**src/rtl/memc_collect_pkg.sv**
```systemverilog
// memc_collect shared types: FSM state encoding and counter width helper.
// One flop per active state so busy/ready come straight off registers.
package memc_collect_pkg;

    typedef logic [1:0] state_t;

    localparam state_t ST_IDLE  = 2'b00;
    localparam state_t ST_FILL  = 2'b01;
    localparam state_t ST_READY = 2'b10;

    function automatic int cnt_w(input int dim);
        return $clog2(2 * dim);
    endfunction

endpackage

```
**src/rtl/deskew_line.sv**
```systemverilog
// deskew_line: enable-gated shift register of DELAY stages.
// DELAY=0 degenerates to a plain wire.
module deskew_line #(
    parameter int BITS  = 24,
    parameter int DELAY = 1
) (
    input  logic                   clk,
    input  logic                   rst_n,
    input  logic                   en,
    input  logic signed [BITS-1:0] d,
    output logic signed [BITS-1:0] q
);

    if (DELAY == 0) begin : g_wire
        logic unused_ctl;
        assign unused_ctl = &{1'b0, clk, rst_n, en};
        assign q = d;
    end else begin : g_sr
        logic signed [BITS-1:0] sr [DELAY];

        always_ff @(posedge clk or negedge rst_n) begin
            if (!rst_n) begin
                for (int i = 0; i < DELAY; i++) sr[i] <= '0;
            end else if (en) begin
                sr[0] <= d;
                for (int i = 1; i < DELAY; i++) sr[i] <= sr[i-1];
            end
        end

        assign q = sr[DELAY-1];
    end

endmodule

```
**src/rtl/memc_collect.sv**
```systemverilog
// memc_collect: output-side collector for the systolic array.
// Re-aligns skewed column drains into a DIM x DIM store; row reads.
module memc_collect
    import memc_collect_pkg::*;
#(
    parameter int BITS_C = 24,
    parameter int DIM    = 8
) (
    input  logic                     clk,
    input  logic                     rst_n,
    input  logic                     en,
    input  logic                     drain,
    input  logic signed [BITS_C-1:0] Cin [DIM],
    input  logic                     rd_en,
    input  logic [$clog2(DIM)-1:0]   Crow,
    output logic signed [BITS_C-1:0] Cout [DIM],
    output logic                     busy,
    output logic                     ready,
    output logic                     done
);

    localparam int CNT_W = cnt_w(DIM);
    localparam logic [CNT_W-1:0] FIRST = CNT_W'(DIM - 1);
    localparam logic [CNT_W-1:0] LAST  = CNT_W'(2 * DIM - 2);

    state_t                   state;
    logic [CNT_W-1:0]         cnt;
    logic signed [BITS_C-1:0] aligned [DIM];
    logic signed [BITS_C-1:0] store [DIM][DIM];
    logic                     wr_en;
    logic [CNT_W-1:0]         wr_row;
    logic                     row_ok;

    for (genvar j = 0; j < DIM; j++) begin : g_col
        deskew_line #(
            .BITS  (BITS_C),
            .DELAY (DIM - 1 - j)
        ) u_line (
            .clk   (clk),
            .rst_n (rst_n),
            .en    (en),
            .d     (Cin[j]),
            .q     (aligned[j])
        );
    end

    assign wr_en  = (state == ST_FILL) && (cnt >= FIRST);
    assign wr_row = cnt - FIRST;
    assign row_ok = int'(Crow) < DIM;
    assign busy   = state[0];
    assign ready  = state[1];

    always_ff @(posedge clk or negedge rst_n) begin
        if (!rst_n) begin
            state <= ST_IDLE;
            cnt   <= '0;
            done  <= 1'b0;
        end else if (en) begin
            done <= 1'b0;
            unique case (state)
                ST_IDLE, ST_READY: begin
                    if (drain) begin
                        state <= ST_FILL;
                        cnt   <= CNT_W'(1);
                    end
                end
                ST_FILL: begin
                    if (cnt == LAST) begin
                        state <= ST_READY;
                        cnt   <= '0;
                        done  <= 1'b1;
                    end else begin
                        cnt <= cnt + CNT_W'(1);
                    end
                end
                default: begin
                    state <= ST_IDLE;
                    cnt   <= '0;
                end
            endcase
        end
    end

    always_ff @(posedge clk or negedge rst_n) begin
        if (!rst_n) begin
            for (int i = 0; i < DIM; i++)
                for (int j = 0; j < DIM; j++)
                    store[i][j] <= '0;
        end else if (en && wr_en) begin
            for (int i = 0; i < DIM; i++)
                if (wr_row == CNT_W'(i))
                    for (int j = 0; j < DIM; j++)
                        store[i][j] <= aligned[j];
        end
    end

    // Non-blocking read of store gives the old row on a same-edge write.
    always_ff @(posedge clk or negedge rst_n) begin
        if (!rst_n) begin
            for (int j = 0; j < DIM; j++) Cout[j] <= '0;
        end else if (en && rd_en) begin
            for (int j = 0; j < DIM; j++)
                Cout[j] <= row_ok ? store[Crow][j] : '0;
        end
    end

endmodule

```
**config.mk**
```make
export PLATFORM = sky130hd
export DESIGN_NAME = memc_collect
export DESIGN_NICKNAME = d
export VERILOG_FILES = /design/src/rtl/memc_collect_pkg.sv /design/src/rtl/deskew_line.sv /design/src/rtl/memc_collect.sv
export SDC_FILE = /design/constraint.sdc
export NUM_CORES = 2
export LEC_CHECK = 0
export CAP_MARGIN = 20
export CORE_MARGIN = 5
export CORE_UTILIZATION = 55
export CTS_CLUSTER_SIZE = 14
export DETAILED_ROUTE_END_ITERATION = 16
export PLACE_DENSITY = 0.82
export SETUP_SLACK_MARGIN = 0.5
export SKIP_LAST_GASP = 1
export SYNTH_ARGS = -nofsm -noshare
export SYNTH_HDL_FRONTEND = slang
export SYNTH_SLANG_ARGS = --single-unit
```
**constraint.sdc**
```tcl
create_clock -name clk -period 4.6 [get_ports clk]
set_input_delay 0.69 -clock clk [delete_from_list [all_inputs] [get_ports clk]]
set_output_delay 0.69 -clock clk [all_outputs]
set_load 0.05 [all_outputs]
```
==> PnR_summary.wiki <==
{| class="wikitable"
! Metric !! Value
|-
| Input/output buffers || 394
|-
| Final max-slew violation count || 0
|-
| DIE HEIGHT || between 400 and 500 um
|-
| Run status || finished clean
|-
| Static leakage power || 51.9 nW
|-
| Count of flip-flops with a built-in enable after synthesis || 0
|-
| Synth Warn # || 0
|-
| Worst r2r src || cnt[1]
|-
| Switching portion of total power || 0.282
|-
| Clk slew on worst S/H paths || about 0.060 ns
|-
| Buffer levels on the longest clock path || 3
|-
| Clock Root Buffer || sky130_fd_sc_hd__clkbuf_16
|-
| Portion of total power attributed to sequential cells || 0.481
|-
| Final Hold Fails || 0
|-
| Worst stage delay on the critical path || 0.63 ns
|-
| Post-synth top area share || 0.600
|-
| Avg Inst Size Synth || 16.2 um^2
|-
| Number of nets produced by synthesis || ~6400
|-
| Mapped Area || 100000 um^2
|-
| Highest Clock Rate || ~0.31 GHz
|-
| Post-route ant nets || 0
|-
| CP endpoint kind || flip-flop
|-
| Largest cells by area after synthesis || sky130_fd_sc_hd__dfrtp_1 (60%), sky130_fd_sc_hd__mux2_2 (21%), sky130_fd_sc_hd__mux4_2 (8.6%), sky130_fd_sc_hd__mux2_1 (3.3%), sky130_fd_sc_hd__o21a_1 (1.0%)
|-
| Sw power || around 19 mW
|-
| Largest net degree at the start of global routing || ~170
|-
| Total instance count after detailed placement || between 8000 and 9000
|-
| Sequence of cells on the critical path || ha_1 > nor2b_1 > a21o_1 > nand4_1 > buf_12 > buf_4 > mux2_2
|-
| First-pass GRT wire length || ~350 mm
|-
| Total CTS buffers || approximately 240
|-
| Headroom to the max-slew limit || 0.319
|-
| Family of cells with the greatest summed delay on the critical path || buffers and inverters
|-
| Met3 Usage GRT || 0.0348
|-
| Slowest cell on the critical path || sky130_fd_sc_hd__buf_4
|-
| Classification of the worst-slack hold path || primary input to flip-flop
|-
| Number of library cell types mapped by synthesis || 34
|-
| # rows || 156
|-
| TritonCTS clock tree || yes
|-
| DRC Markers || 0
|-
| Final setup TNS || 0 ns
|-
| Wirelength per Cell || 23.8 um
|-
| Die width || ~440 um
|-
| Primary FF master, synth || sky130_fd_sc_hd__dfrtp_1
|-
| Detailed-route vias per instance || approximately 5.9
|-
| Worst Path Buf+Inv || 2
|-
| Ranking of synthesized cells by instance count || sky130_fd_sc_hd__dfrtp_1 (2407), sky130_fd_sc_hd__mux2_2 (1912), sky130_fd_sc_hd__mux4_2 (384)
|-
| Flops & latches, synth || roughly 2400
|-
| Portion of total power attributed to the clock network || 0.290
|-
| Number of clock sinks || ~2400
|-
| Worst-case clock skew || approximately 0.050 ns
|-
| GR Layer Usage met1 || 0.305
|-
| Start point of the worst hold path || en
|-
| Final-stage net count || 6758
|-
| Pre-antenna DRT Iters || 5
|-
| Setup violation total in the final timing report || 0
|-
| Synthesized instance count || between 6000 and 7000
|-
| Global route hottest layer || met2
|-
| Total track usage || 0.230
|-
| DR vias || between 50000 and 60000
|-
| Insertion delay to the later sink of the worst-skew pair || around 0.87 ns
|-
| Synth async-reset ratio || 1.00
|-
| Seq/Total Area, Yosys || 0.600
|-
| Transition time at the pin with the least slew margin || approximately 1 ns
|-
| Post-detailed-routing wire length || between 200 and 250 mm
|-
| Initial antenna violation count || 2
|-
| H-tree Lvls || 4
|-
| Floorplan core area || between 150000 and 200000 um^2
|-
| Worst setup SP type || flip-flop
|-
| Worst setup path startpoint || cnt[1]
|-
| Final core utilization || 0.636
|-
| Global-route congestion overflow total || 0
|-
| Effective utilization at floorplan || 0.554
|-
| Area of the die || roughly 190000 um^2
|-
| Post-layout minimum cycle time || between 3 and 4 ns
|-
| Crit path arrival time || 3.90 ns
|-
| Setup Crit Path Kind || flip-flop to flip-flop
|-
| Internal power || around 49 mW
|-
| Non-filler cells in the finished layout || between 9000 and 10000
|-
| Largest area contributor in the netlist || sky130_fd_sc_hd__dfrtp_1
|-
| Top fanout value on the critical path || 51
|-
| Crit share post-route || 0.694
|-
| Largest voltage drop on the vdd net || between 0.0004 and 0.0005 V
|-
| Cell Pwr Density || 595 nW/um^2
|-
| Number of DRC markers after the initial detailed-route iteration || between 3000 and 4000
|-
| # Max-Cap Violations || 0
|-
| Gate power share || 0.229
|-
| Layout cell share with drive strength beyond 1 || 0.421
|-
| HPWL after DPL || around 130 mm
|-
| Met2 Resource Use GR || 0.388
|-
| Io pins || 395
|-
| Via count of the first global-routing pass || slightly below 60000
|-
| Cell with the most instances after synthesis || sky130_fd_sc_hd__dfrtp_1
|-
| Relative area change from synthesis to final layout || 14.8%
|-
| Req. time, crit path || around 5.3 ns
|-
| Number of instances resized during post-cts repair || 0
|-
| GP Congestion || around 0.76
|-
| Unrepaired setup endpoints after global routing || false
|}
[stage by stage]
| stage | total power [mW] | setup WS, ns | hold slack [ns] | instance area [um^2] |
|---|---|---|---|---|
| 3_3_place_gp | 47.7 | 1.29 | 0.468 | 107000 |
| 6_report | 68.6 | 1.41 | 0.362 | 115000 |
| 2_1_floorplan | 43.7 | 2.27 | 0.394 | 100000 |
| 5_1_grt | 72.0 | 1.29 | 0.295 | 115000 |
| 4_1_cts | 69.2 | 1.42 | 0.257 | 115000 |
| 3_5_place_dp | 49.1 | 1.26 | 0.476 | 107000 |
[state kept, by name, indices dropped and copies added (netlist names)]
| signal | cells |
|---|---|
| Cout | 192 |
| cnt | 4 |
| done | 1 |
| g_col.u_line.g_sr.sr | 504 |
| g_col.u_line.q | 168 |
| state | 2 |
| store | 1536 |
[placed cells by master (no fill, tap or decap), types with 6 or more instances in the layout]
cell | Yosys | layout
sky130_fd_sc_hd__mux2_2 | 1912 | 1912
sky130_fd_sc_hd__bufinv_16 | 0 | 20
sky130_fd_sc_hd__ha_1 | 6 | 6
sky130_fd_sc_hd__buf_4 | 21 | 98
sky130_fd_sc_hd__buf_12 | 0 | 49
sky130_fd_sc_hd__mux2_1 | 296 | 296
sky130_fd_sc_hd__dfrtp_1 | 2407 | 2407
sky130_fd_sc_hd__inv_1 | 6 | 6
sky130_fd_sc_hd__nand2_1 | 143 | 143
sky130_fd_sc_hd__mux4_2 | 384 | 384
sky130_fd_sc_hd__clkdlybuf4s50_1 | 0 | 389
sky130_fd_sc_hd__clkbuf_16 | 0 | 239
sky130_fd_sc_hd__clkinv_2 | 0 | 44
sky130_fd_sc_hd__nand3_1 | 139 | 139
sky130_fd_sc_hd__a21oi_1 | 55 | 55
sky130_fd_sc_hd__nand2b_1 | 139 | 139
sky130_fd_sc_hd__o21a_1 | 139 | 139
sky130_fd_sc_hd__mux2i_1 | 54 | 54
sky130_fd_sc_hd__nor2_1 | 56 | 56
sky130_fd_sc_hd__clkbuf_8 | 0 | 60
sky130_fd_sc_hd__clkbuf_1 | 171 | 57
[final cells by class]
cell class | instances | area, um^2
clock inverters | 85 | 1160
multi-input cells | 3356 | 38100
repair buffers | 545 | 5790
flip-flops and latches | 2407 | 60200
fillers | 12700 | 65900
well taps | 2370 | 2970
diodes | 1 | 2.50
clock buffers | 356 | 7020
inverters | 6 | 22.5
[power groups by stage]
stage	Combinational (mW)	Clock (mW)	Sequential, mW
after floorplan	10.6	0	33.1
after global placement	15.2	0	32.6
after detailed placement	15.8	0	33.2
after CTS	16.0	20.3	32.9
after global routing	17.0	21.2	33.8
final	15.7	19.9	33.0
[final timing paths]
check	end	slack [ns]	depth (start not counted)
min in group asynchronous	Cout[20]	0.45	2
setup reg to reg	store[167]	1.41	7
hold reg to reg	g_col[1].u_line.g_sr.sr[119]	0.47	1
setup / recovery	store[167]	1.41	7
hold / removal	g_col[1].u_line.g_sr.sr[29]	0.36	2
max in group asynchronous	store[286]	2.59	4
[layer usage]
| layer | vias up | wire length (um) |
|---|---|---|
| met3 | 384 | 8410 |
| met1 | 29200 | 90000 |
| li1 | 23400 | - |
| met5 | - | 0 |
| met2 | 1045 | 110000 |
| met4 | 0 | 9080 |
[cell families after synthesis]
family	share of synthesized area
AOI/OAI and AO/OA	0.0144
DFF	0.600
and+or+nand+nor	0.0241
adders and majority gates	0.000748
muxes	0.339
buffers and inverters	0.0218
[timing repair]
action | 4_1_cts | 5_1_grt
buffers inserted | 0 | 0
hold buffers | 1 | 0
hold endpoints to repair | 52 | 0
No activity file was read; power rests on OpenSTA's default activity.
